### config.mk
export PLATFORM = sky130hd
export DESIGN_NAME = regbank16
export DESIGN_NICKNAME = d
export VERILOG_FILES = /design/src/rtl/regbank16.sv
export SDC_FILE = /design/constraint.sdc
export NUM_CORES = 1
export LEC_CHECK = 0
export CORE_AREA = 2 2 221 223
export DETAILED_ROUTE_END_ITERATION = 10
export DIE_AREA = 0 0 223 225
export PLACE_DENSITY = 0.7
export SETUP_SLACK_MARGIN = 0.4
export SLEW_MARGIN = 20
export SYNTH_ARGS = -nofsm -noshare
export SYNTH_HDL_FRONTEND = slang
export SYNTH_SLANG_ARGS = --single-unit
### constraint.sdc
create_clock -name clk -period 29.2 [get_ports clk]
set_clock_uncertainty 0.05 [all_clocks]
set_input_delay 2.92 -clock clk [delete_from_list [all_inputs] [get_ports clk]]
set_output_delay 2.92 -clock clk [all_outputs]
set_load 0.01 [all_outputs]
### src/rtl/regbank16.sv
// regbank16 - sixteen-entry register bank with a per-register busy scoreboard.
//
// Feeds the 16-to-1 operand multiplexer: r0..r15 present every register in
// parallel and connect one-to-one to a0..a15 of mux16to1. Register 0 reads as
// zero and can never be written or reserved.
//
// Ports:
//   clk        rising-edge clock for all state
//   reset      asynchronous, active-high; clears data and busy bits at once
//   wr_en      write-back strobe
//   wr_addr    write-back destination index
//   wr_data    write-back value
//   rsv_en     reservation request (instruction issue)
//   rsv_addr   register to mark busy
//   r0..r15    registered register contents
//   busy       bit n set = register n has an outstanding reservation
//   rsv_stall  combinational; reservation refused this cycle (WAW hazard)
module regbank16 #(
  parameter int unsigned size = 32
) (
  input  logic            clk,
  input  logic            reset,
  input  logic            wr_en,
  input  logic [3:0]      wr_addr,
  input  logic [size-1:0] wr_data,
  input  logic            rsv_en,
  input  logic [3:0]      rsv_addr,
  output logic [size-1:0] r0,
  output logic [size-1:0] r1,
  output logic [size-1:0] r2,
  output logic [size-1:0] r3,
  output logic [size-1:0] r4,
  output logic [size-1:0] r5,
  output logic [size-1:0] r6,
  output logic [size-1:0] r7,
  output logic [size-1:0] r8,
  output logic [size-1:0] r9,
  output logic [size-1:0] r10,
  output logic [size-1:0] r11,
  output logic [size-1:0] r12,
  output logic [size-1:0] r13,
  output logic [size-1:0] r14,
  output logic [size-1:0] r15,
  output logic [15:0]     busy,
  output logic            rsv_stall
);

  typedef enum logic {
    FREE = 1'b0,
    BUSY = 1'b1
  } reg_state_t;

  logic [size-1:0] regs  [1:15];
  reg_state_t      state [1:15];

  logic addr_wr_nz;
  logic addr_rsv_nz;
  logic wr_same_rsv;

  assign addr_wr_nz  = (wr_addr != 4'd0);
  assign addr_rsv_nz = (rsv_addr != 4'd0);
  assign wr_same_rsv = wr_en && (wr_addr == rsv_addr);

  // A write-back to the reserved register in the same cycle retires the old
  // owner, so the new reservation is allowed through instead of stalling.
  always_comb begin
    rsv_stall = rsv_en && addr_rsv_nz && busy[rsv_addr] && !wr_same_rsv;
  end

  assign busy[0] = 1'b0;

  for (genvar g = 1; g < 16; g++) begin : g_reg
    localparam logic [3:0] IDX = 4'(g);

    logic wr_hit;
    logic rsv_take;

    assign wr_hit   = wr_en && addr_wr_nz && (wr_addr == IDX);
    assign rsv_take = rsv_en && addr_rsv_nz && (rsv_addr == IDX) && !rsv_stall;

    always_ff @(posedge clk or posedge reset) begin
      if (reset) begin
        regs[g]  <= '0;
        state[g] <= FREE;
      end else begin
        if (wr_hit) begin
          regs[g] <= wr_data;
        end
        case (state[g])
          FREE: if (rsv_take) state[g] <= BUSY;
          BUSY: if (wr_hit && !rsv_take) state[g] <= FREE;
          default: state[g] <= FREE;
        endcase
      end
    end

    assign busy[g] = (state[g] == BUSY);
  end

  assign r0  = '0;
  assign r1  = regs[1];
  assign r2  = regs[2];
  assign r3  = regs[3];
  assign r4  = regs[4];
  assign r5  = regs[5];
  assign r6  = regs[6];
  assign r7  = regs[7];
  assign r8  = regs[8];
  assign r9  = regs[9];
  assign r10 = regs[10];
  assign r11 = regs[11];
  assign r12 = regs[12];
  assign r13 = regs[13];
  assign r14 = regs[14];
  assign r15 = regs[15];

endmodule

Word-level counts from Yosys, hierarchy flattened:

Cells that the tools add are included.

* $lt $le $gt $ge: 1
* equal/unequal tests: 31
* multiplexer cells: 47
* bitwise logic cells: 15
* reductions and logical operators: 84

Operator list (count)
* 1-bit logical AND: 65
* 4-bit equality test, second input constant: 16
* 4-bit by 3-bit equality test with 1-bit output, second input constant: 8
* 1-bit 2-to-1 mux: 31
* 1-bit case mux with 2 select lines: 15
* 1-bit logical NOT: 17
* 4-bit by 2-bit equality test with 1-bit output, second input constant: 4
* 1-bit NOT: 15
* 4-bit by 1-bit equality test with 1-bit output, second input constant: 2
* 4-bit nonzero test: 2
* 4-bit by 5-bit less-than comparator with 1-bit output, second input constant: 1
* 1-bit binary-select mux with 4-bit select: 1
* 4-bit equality test: 1

* flip-flop bits (word level): 495
* output and inout bits: 529

Logic depth before layout (Yosys ltp):

Gate-level depths: netlist of run 1.

* depth after elaboration: 10
* depth in mapped cells: 7
* mapped depth without buffers: 4

Worst setup path before layout of run 1:

Ideal clock, no wire load.

* path type: input-to-output
* start point: input rsv_addr[1]
* end point: output rsv_stall
* data arrival time: 4145 ps
* data required time: 26230 ps
* path slack: 22085 ps
* cell stages on the path: 6
* path buffers: 2
* path through: buf_6 buf_8 nand2_1 mux4_2 mux2_2 a211oi_2

* longest elaborated chain between the ends: 4

Ends and longest elaborated chain
* start: declaration: line 27 `input logic [3:0] rsv_addr,`
* 1-bit binary-select mux with 4-bit select (tied with other cells): line 67 `rsv_stall = rsv_en && addr_rsv_nz && busy[rsv_addr] && !wr_same_rsv;`
* 1-bit 2-to-1 mux (implied by the code) (tied with other cells): line 67
* 1-bit logical AND / 1-bit logical NOT (equally long branches): line 67
* 1-bit logical AND *: line 67
* end: declaration: line 45 `output logic rsv_stall`

Every way passes the cells marked *; elsewhere a longest branch is shown, timed or not. The select of a mux whose other input is x is not followed.

Worst setup path in the final report of run 1:

Ends and elaborated chain as after synthesis.

==> out/metrics.yaml, run 1 <==
clock_tree:
  tritoncts: "yes"
  cts_buffer_depth: 3
  cts_max_level: 2
  cts_resized: 0
  cts_hold_buf: 0
  clk_pin_slew_worst_paths_ps: 60
  worst_skew_pair.late_latency_ps: 580
  numClockSinks: 495
  postCtsSetupRepairBufs: 0
  numCtsBuffers: 51
  cts_root_buf: "clkbuf_16"
timing:
  fin_crit_sh_pct: 28.9
  tightest_slew_ps: 1130
  max_slew_margin_pct: 24.8
  finalHoldViolations: 0
  fin_setup_tns_ps: 0
  fmax_mhz: 119
  min_period_ps: 8440
  setup_viol: 0
  rsz0062_at_grt: "no"
  slew_viol_final: 0
route:
  wl_per_cell_um: 24.8
  ant_nets: 0
  num_vias: 12187
  finalWirelength_mm: 58.7
  drc: 0
  drt_iter0_drc: 524
  firstDrtPassIters: 4
  drt-vias-per-instance: 5.15
die:
  core_mm2: 0.0475
  io_pins: 573
  die_area_mm2: 0.0502
  die_w_um: 223
  fp.dieH_um: 225
  start_util_pct: 40.2
  num_rows: 80
synth:
  yosys.area.top_type: "dfrtp_1"
  avgSynthCellArea_um2: 16.0
  synth_edf_count: 0
  ys_seq_area_share_pct: 64.9
  synth.top_cell.area_share_pct: 64.9
  yosysWarnings: 0
  synthArstFlopShare_pct: 100
  ys_types: 33
  synth_most_common_cell: "dfrtp_1"
  synthTopCellsByArea: "dfrtp_1 (65%), mux2_2 (28%), buf_4 (1.7%)"
  synth.top_cells.by_count: "dfrtp_1 (495), mux2_2 (469), buf_4 (42)"
  ys_seq_elements: 495
  syn_inst: 1192
  netlist_area_mm2: 0.0191
  synth-main-ff-cell: "dfrtp_1"
power_and_ir_drop:
  p_seq_share_pct: 41.8
  finalPower_uw: 2240
  swShare_pct: 27.7
  peakVddDrop_mv: 0.0578
  powerDensity_mw_per_mm2: 84.2
  leakage_uw: 0.0114
  combPwrFrac_pct: 29.6
  switchingPower_uw: 620
  power.share.clock_pct: 28.7
  power.internal_uw: 1620
finish:
  nets: 1758
  ff_latch_area_mm2: 0.0124
  area_growth_syn_to_layout_pct: 39.4
  n_fill_cell: 3857
  drive_above_1_share_pct: 33.1
  n_antenna_cell: 0
  multi_input_area_mm2: 0.00622
critical_path:
  worst-endpoint-required_ps: 26230
  cp-start-kind: "primary input"
  timing.critical_path.fanout_max: 15
  cp_data_arrival_time_ps: 5470
  crit_type: "in2out"
  critPathCaptureType: "output pin"
flow_run:
  cap_violations: 0
grt:
  grt_util_all_layers_pct: 23.0
  grt_pass1_wl_mm: 85.1
  grt_overflow_total: 0
  grt_pass1_vias: 12749
  grt_max_degree: 181
  antenna_found_initial: 1
worst_hold_path:
  hold_path_class: "reg2reg"
status:
  outcome: "completed"
placed_design:
  place.port_buffers: 539
  hpwl_mm: 39.5
  gp_congestion: 0.840
## per-stage QoR
stage	cells	hold WS (ps)	setup slack [ps]	cell area (um^2)	utilization, %
2_1_floorplan	1224	477	12410	19200	-
3_3_place_gp	2275	418	20820	24900	52.4
3_5_place_dp	2275	427	20780	24900	52.4
4_1_cts	2364	438	20780	26600	55.9
5_1_grt	2365	458	20640	26600	56.0
6_report	2365	437	20760	26600	56.0
## area by class of cell
| type | instances | share of cell area (%) |
|---|---|---|
| Tap cell | 615 | 2.89 |
| Timing Repair Buffer | 559 | 21.0 |
| Clock buffer | 80 | 5.70 |
| Inverter | 2 | 0.0564 |
| Multi-Input combinational cell | 605 | 23.4 |
| Sequential cell | 495 | 46.6 |
| Clock inverter | 9 | 0.466 |
## cells by family (layout without fill, tap and decap cells)
group / Yosys count / in the layout / synth area share (%)
other cells: 1 / 33 / 0.0196
simple gates: 50 / 50 / 1.35
buf+inv: 124 / 650 / 3.62
xor+xnor: 4 / 4 / 0.184
mux: 488 / 488 / 28.9
flops: 495 / 495 / 64.9
compound gates: 30 / 30 / 1.01
## critical path, stage by stage
cell	delay, ps
clkdlybuf4s50_1	880
mux2i_1	160
mux4_2	500
mux2_2	290
a211oi_2	150
clkdlybuf4s50_1	560
## cells in the final DEF, fill, tap and decap left out, drive strengths merged, types with 2 or more instances in the layout
| cell | n |
|---|---|
| clkdlybuf4s50 | 539 |
| dfrtp | 495 |
| mux2 | 481 |
| clkbuf | 80 |
| conb | 33 |
| buf | 20 |
| o21ai | 16 |
| nor2 | 12 |
| nand2 | 10 |
| nand2b | 8 |
| o41ai | 7 |
| clkinv | 6 |
| nand3b | 4 |
| nand3 | 4 |
| mux2i | 4 |
| nand4 | 4 |
| nor2b | 4 |
| xor2 | 3 |
| mux4 | 3 |
| bufinv | 3 |
| a21oi | 2 |
| a211oi | 2 |
| inv | 2 |
## power by group through the flow
| stage | clock (uW) | sequential, uW | combinational, uW |
|---|---|---|---|
| floorplan | 0 | 1010 | 173 |
| global placement | 0 | 938 | 658 |
| detailed placement | 0 | 946 | 664 |
| CTS | 658 | 937 | 668 |
| global route | 682 | 956 | 695 |
| finish | 642 | 936 | 662 |
## worst paths after layout
| kind | depth (start not counted) | endpoint | slack, ps | from |
|---|---|---|---|---|
| worst max-delay path | 6 | rsv_stall | 20760 | rsv_addr[1] |
| worst min-delay path | 1 | r11[2] | 440 | r11[2] |
| worst max register to register | 4 | busy[3] | 27460 | busy[7] |
| worst min register to register | 1 | r11[2] | 440 | r11[2] |
| max in group asynchronous | 5 | r4[6] | 24280 | reset |
| min in group asynchronous | 2 | r7[14] | 2830 | reset |
## per-layer routing
metal	wire length, um	part of all wire [%]	global-route usage, %	vias up
met5	0	0	0	-
met4	2330	4.0	9.63	0
met3	5220	8.9	7.54	108
met2	27800	47	37.2	495
met1	23300	40	28.4	6410
li1	-	-	-	5174
## flip-flops by register name, indices dropped and copies added, names as in the netlist
signal,cells
r5,32
r1,32
r9,32
r3,32
r7,32
r12,32
r8,32
r14,32
r4,32
r10,32
r11,32
r15,32
busy,15
r6,32
r13,32
r2,32
Power figures use the tool's default switching activity.
==> run 2, diff against run 1 <==
==> constraint.sdc (replaced) <==
create_clock -name clk -period 8.5 [get_ports clk]
set_clock_uncertainty 0.05 [all_clocks]
set_input_delay 0.85 -clock clk [delete_from_list [all_inputs] [get_ports clk]]
set_output_delay 0.85 -clock clk [all_outputs]
set_load 0.01 [all_outputs]
==> run 2 against run 1 <==
Against the previous run: first-iteration DRC count up 6.3%; sequential power rose to 3.4 times the previous value; worst hold slack got worse by 5.9 ps; highest routed layer unchanged; total power rose to 3.5 times the previous value.
==> out/metrics.yaml, run 2 (synthesized netlist as in run 1, its figures left out) <==
die:
  start_util_pct: 40.2
  num_rows: 80
  die_w_um: 223
  die_area_mm2: 0.0502
  fp.dieH_um: 225
  core_mm2: 0.0475
  io_pins: 573
critical_path:
  cp-start-kind: "primary input"
  regToRegSetupSlack_ps: 6750
  worstPathCellList: "clkdlybuf4s50_1 > mux2i_1 > mux4_2 > mux2_2 > a211oi_2 > clkdlybuf4s50_1"
  cp_data_arrival_time_ps: 3420
  worst-endpoint-required_ps: 7600
  path_common_cell: "clkdlybuf4s50_1"
  slowest_delay_ps: 880
  critPathCaptureType: "output pin"
  cp_slowest_cell: "clkdlybuf4s50_1"
  timing.critical_path.fanout_max: 15
  crit_type: "in2out"
timing:
  max_slew_margin_pct: 31.9
  tightest_slew_ps: 1020
  rsz0062_at_grt: "no"
  finalHoldViolations: 0
  fin_setup_tns_ps: 0
  slew_viol_final: 0
  fin_crit_sh_pct: 50.8
  min_period_ps: 4320
  fmax_mhz: 231
  setup_viol: 0
clock_tree:
  cts_buffer_depth: 3
  clk_pin_slew_worst_paths_ps: 60
  worst_skew_pair.late_latency_ps: 580
  cts_hold_buf: 0
  postCtsSetupRepairBufs: 0
  cts_max_level: 2
  cts_root_buf: "clkbuf_16"
  numClockSinks: 495
  cts_resized: 0
  numCtsBuffers: 52
  tritoncts: "yes"
placed_design:
  gp_congestion: 0.826
  place.port_buffers: 539
  hpwl_mm: 39.1
power_and_ir_drop:
  powerDensity_mw_per_mm2: 290
  peakVddDrop_mv: 0.228
  leakage_uw: 0.0114
  finalPower_uw: 7730
grt:
  grt_util_all_layers_pct: 23.2
  grt_pass1_vias: 12760
  grt_max_degree: 173
  grt_pass1_wl_mm: 86.5
  antenna_found_initial: 0
  grt_overflow_total: 0
route:
  finalWirelength_mm: 58.1
  wl_per_cell_um: 24.5
  ant_nets: 0
  drt_iter0_drc: 557
  drc: 0
  drt-vias-per-instance: 5.09
  num_vias: 12058
  firstDrtPassIters: 4
worst_hold_path:
  hold_path_class: "reg2reg"
finish:
  drive_above_1_share_pct: 33.5
  ff_latch_area_mm2: 0.0124
  nets: 1757
  post-route-util_pct: 56.0
  n_fill_cell: 3856
  multi_input_area_mm2: 0.00622
  layout_common_cells: "clkdlybuf4s50_1 (539), dfrtp_1 (495), mux2_2 (469)"
  area_growth_syn_to_layout_pct: 39.5
  layout_commonest_cell: "clkdlybuf4s50_1"
flow_run:
  cap_violations: 0
status:
  outcome: "completed"
[run 2: cell count changes in the layout (fill, tap and decap cells not counted), sizes merged]
| cell | delta |
|---|---|
| bufinv | -1 |
| clkinv | +4 |
| buf | -2 |
| diode | +1 |
| inv | +1 |
| clkinvlp | +1 |
| clkbuf | -1 |
[run 2: final timing paths]
check | startpoint | to | cells past startpoint
min reg2reg | r11[2] | r11[2] | 1
max reg2reg | busy[5] | busy[3] | 4
min | r11[2] | r11[2] | 1
max | rsv_addr[1] | rsv_stall | 6
max in group asynchronous | reset | r10[11] | 4
min in group asynchronous | reset | r12[27] | 3
[run 2: power breakdown]
group / internal [uW] / total (uW) / switching [uW]
clock: 1320 / 2240 / 921
combinational: 1350 / 2270 / 926
sequential: 2910 / 3210 / 303
[run 2: metrics by stage]
stage	hold slack [ps]	cell area, um^2	setup WS [ps]	instances
after detailed placement	429	24900	4210	2274
after CTS	440	26600	4180	2367
after global routing	459	26600	4070	2367
final	431	26600	4180	2368
after floorplan	477	19200	885	1224
after global placement	416	24900	4240	2274
[run 2: cell type report]
cell class                      count  area share [%]
Sequential cell                   495            46.5
Multi-Input combinational cell    605            23.4
Timing Repair Buffer              557            20.9
Clock buffer                       79            5.87
Tap cell                          615            2.89
Clock inverter                     14           0.479
Inverter                            2          0.0423
Antenna cell                        1         0.00939
[run 2: routing by layer]
layer | up-vias | part of all wire, % | global-route usage [%] | wire length, um
li1 | 5166 | - | - | -
met1 | 6324 | 40 | 28.4 | 23100
met2 | 473 | 49 | 38.7 | 28200
met3 | 95 | 8.9 | 8.03 | 5150
met4 | 0 | 2.8 | 7.27 | 1650
met5 | - | 0 | 0 | 0
[run 2: worst max-delay path, delay by kind of cell]
family                 cells  cell delay [ps]
AOI/OAI and AO/OA          1              150
buffers and inverters      2             1450
muxes                      3              970
==> run 3, diff against run 2 <==
--- a/config.mk
+++ b/config.mk
@@ -8,7 +8,7 @@
 export CORE_AREA = 2 2 221 223
 export DETAILED_ROUTE_END_ITERATION = 10
 export DIE_AREA = 0 0 223 225
-export PLACE_DENSITY = 0.7
+export PLACE_DENSITY = 0.72
 export SETUP_SLACK_MARGIN = 0.4
 export SLEW_MARGIN = 20
 export SYNTH_ARGS = -nofsm -noshare
==> constraint.sdc (replaced) <==
create_clock -name clk -period 3.9 [get_ports clk]
set_clock_uncertainty 0.05 [all_clocks]
set_input_delay 0.39 -clock clk [delete_from_list [all_inputs] [get_ports clk]]
set_output_delay 0.39 -clock clk [all_outputs]
set_load 0.01 [all_outputs]
==> run 3 against run 2 <==
Against the previous run: final cell count up 0.42%; design area rose by 0.71%; combinational power rose by 120%; register-to-register slack lost 4600 ps.
==> out/metrics.yaml, run 3 (synthesized netlist as in run 1, its figures left out) <==
status:
  outcome: "completed"
clock_tree:
  numCtsBuffers: 52
  tritoncts: "yes"
  numClockSinks: 495
  cts_hold_buf: 0
  worst_skew_pair.late_latency_ps: 580
  postCtsSetupRepairBufs: 0
  clk_pin_slew_worst_paths_ps: 60
  cts_buffer_depth: 3
  cts_root_buf: "clkbuf_16"
  cts_max_level: 2
  cts_resized: 0
grt:
  top_usage_layer: "met2"
  grt_max_degree: 153
  grtUsageMet1_pct: 28.5
  grt_util_all_layers_pct: 23.0
  use_met3_pct: 8.20
  grt_pass1_wl_mm: 85.7
  grtUsageMet2_pct: 37.4
  antenna_found_initial: 1
  grt_pass1_vias: 12812
  grt_overflow_total: 0
timing:
  fin_hold_ws_ps: 137
  slew_viol_final: 0
  finalHoldViolations: 0
  max_slew_margin_pct: 27.2
  fin_crit_sh_pct: 81.6
  fmax_mhz: 314
  rsz0062_at_grt: "no"
  min_period_ps: 3180
  setup_viol: 0
  tightest_slew_ps: 1090
die:
  start_util_pct: 40.2
  io_pins: 573
  num_rows: 80
  fp.dieH_um: 225
  die_area_mm2: 0.0502
  core_mm2: 0.0475
  die_w_um: 223
critical_path:
  crit_type: "in2out"
  reg2reg_from: "busy[6]"
  critPathCaptureType: "output pin"
  ff2ff_path_depth: 4
  reg2reg_to: "busy[3]"
  regToRegSetupSlack_ps: 2170
  worst-endpoint-required_ps: 3460
  timing.critical_path.fanout_max: 11
  cp-start-kind: "primary input"
  cp_data_arrival_time_ps: 2740
route:
  drt-vias-per-instance: 5.14
  drc: 0
  ant_nets: 0
  firstDrtPassIters: 4
  wl_per_cell_um: 24.5
  num_vias: 12223
  drt_iter0_drc: 550
  finalWirelength_mm: 58.3
placed_design:
  dpl_cell_area_mm2: 0.0251
  place.port_buffers: 539
  hpwl_mm: 40.0
  gp_congestion: 0.823
finish:
  layout_commonest_cell: "clkdlybuf4s50_1"
  fin_area_mm2: 0.0268
  area_growth_syn_to_layout_pct: 40.5
  layout_common_cells: "clkdlybuf4s50_1 (538), dfrtp_1 (495), mux2_2 (469)"
  nets: 1765
  drive_above_1_share_pct: 34.0
flow_run:
  cap_violations: 0
worst_hold_path:
  hold_path_class: "in2async"
power_and_ir_drop:
  leakage_uw: 0.0115
  peakVddDrop_mv: 0.475
  powerDensity_mw_per_mm2: 631
==> run 3: changes by cell type in the layout (fill, tap and decap cells not counted), sizes merged <==
| cell | change |
|---|---|
| buf | +8 |
| clkdlybuf4s50 | -1 |
| clkinvlp | +1 |
| dlymetal6s2s | +1 |
| inv | +1 |
==> run 3: routing by layer <==
layer	share of wire (%)	routed length, um
met1	40	23300
met2	48	27800
met3	9.5	5520
met4	3.0	1760
met5	0	0
==> run 3: worst max path at each step <==
stage               slack [ps]   endpoint         from
global route               620  rsv_stall  rsv_addr[0]
detailed placement         530  rsv_stall  rsv_addr[1]
CTS                        520  rsv_stall  rsv_addr[1]
floorplan                -3250   busy[10]        reset
global placement           510  rsv_stall  rsv_addr[1]
finish                     720  rsv_stall  rsv_addr[0]
==> run 3: worst max-delay path, stage by stage <==
cell,delay (ps)
clkdlybuf4s50_1,750
mux4_2,590
mux2_2,290
a211oi_2,150
clkdlybuf4s50_1,570
==> run 3: final cells by class <==
| type | instances | area, um^2 |
|---|---|---|
| fillers | 3806 | 20700 |
| flip-flops and latches | 495 | 12400 |
| multi-input cells | 605 | 6220 |
| repair buffers | 565 | 5720 |
| clock buffers | 79 | 1580 |
| well taps | 615 | 769 |
| clock inverters | 16 | 144 |
| inverters | 2 | 11.3 |
| diodes | 1 | 2.50 |
==> run 3: metrics by stage <==
step / TNS [ps] / utilization [%] / cells / power, uW / setup slack (ps)
after floorplan: -1611000 / - / 1224 / 8890 / -3250
after global placement: 0 / 52.8 / 2282 / 11900 / 506
after detailed placement: 0 / 52.8 / 2282 / 12100 / 533
after CTS: 0 / 56.4 / 2377 / 17100 / 518
after global routing: 0 / 56.4 / 2377 / 17600 / 620
final: 0 / 56.4 / 2378 / 16900 / 716
==> run 3: where the power goes <==
group          switching (uW)  internal (uW)
Clock                    2030           2920
Sequential                659           6350
Combinational            2020           2950
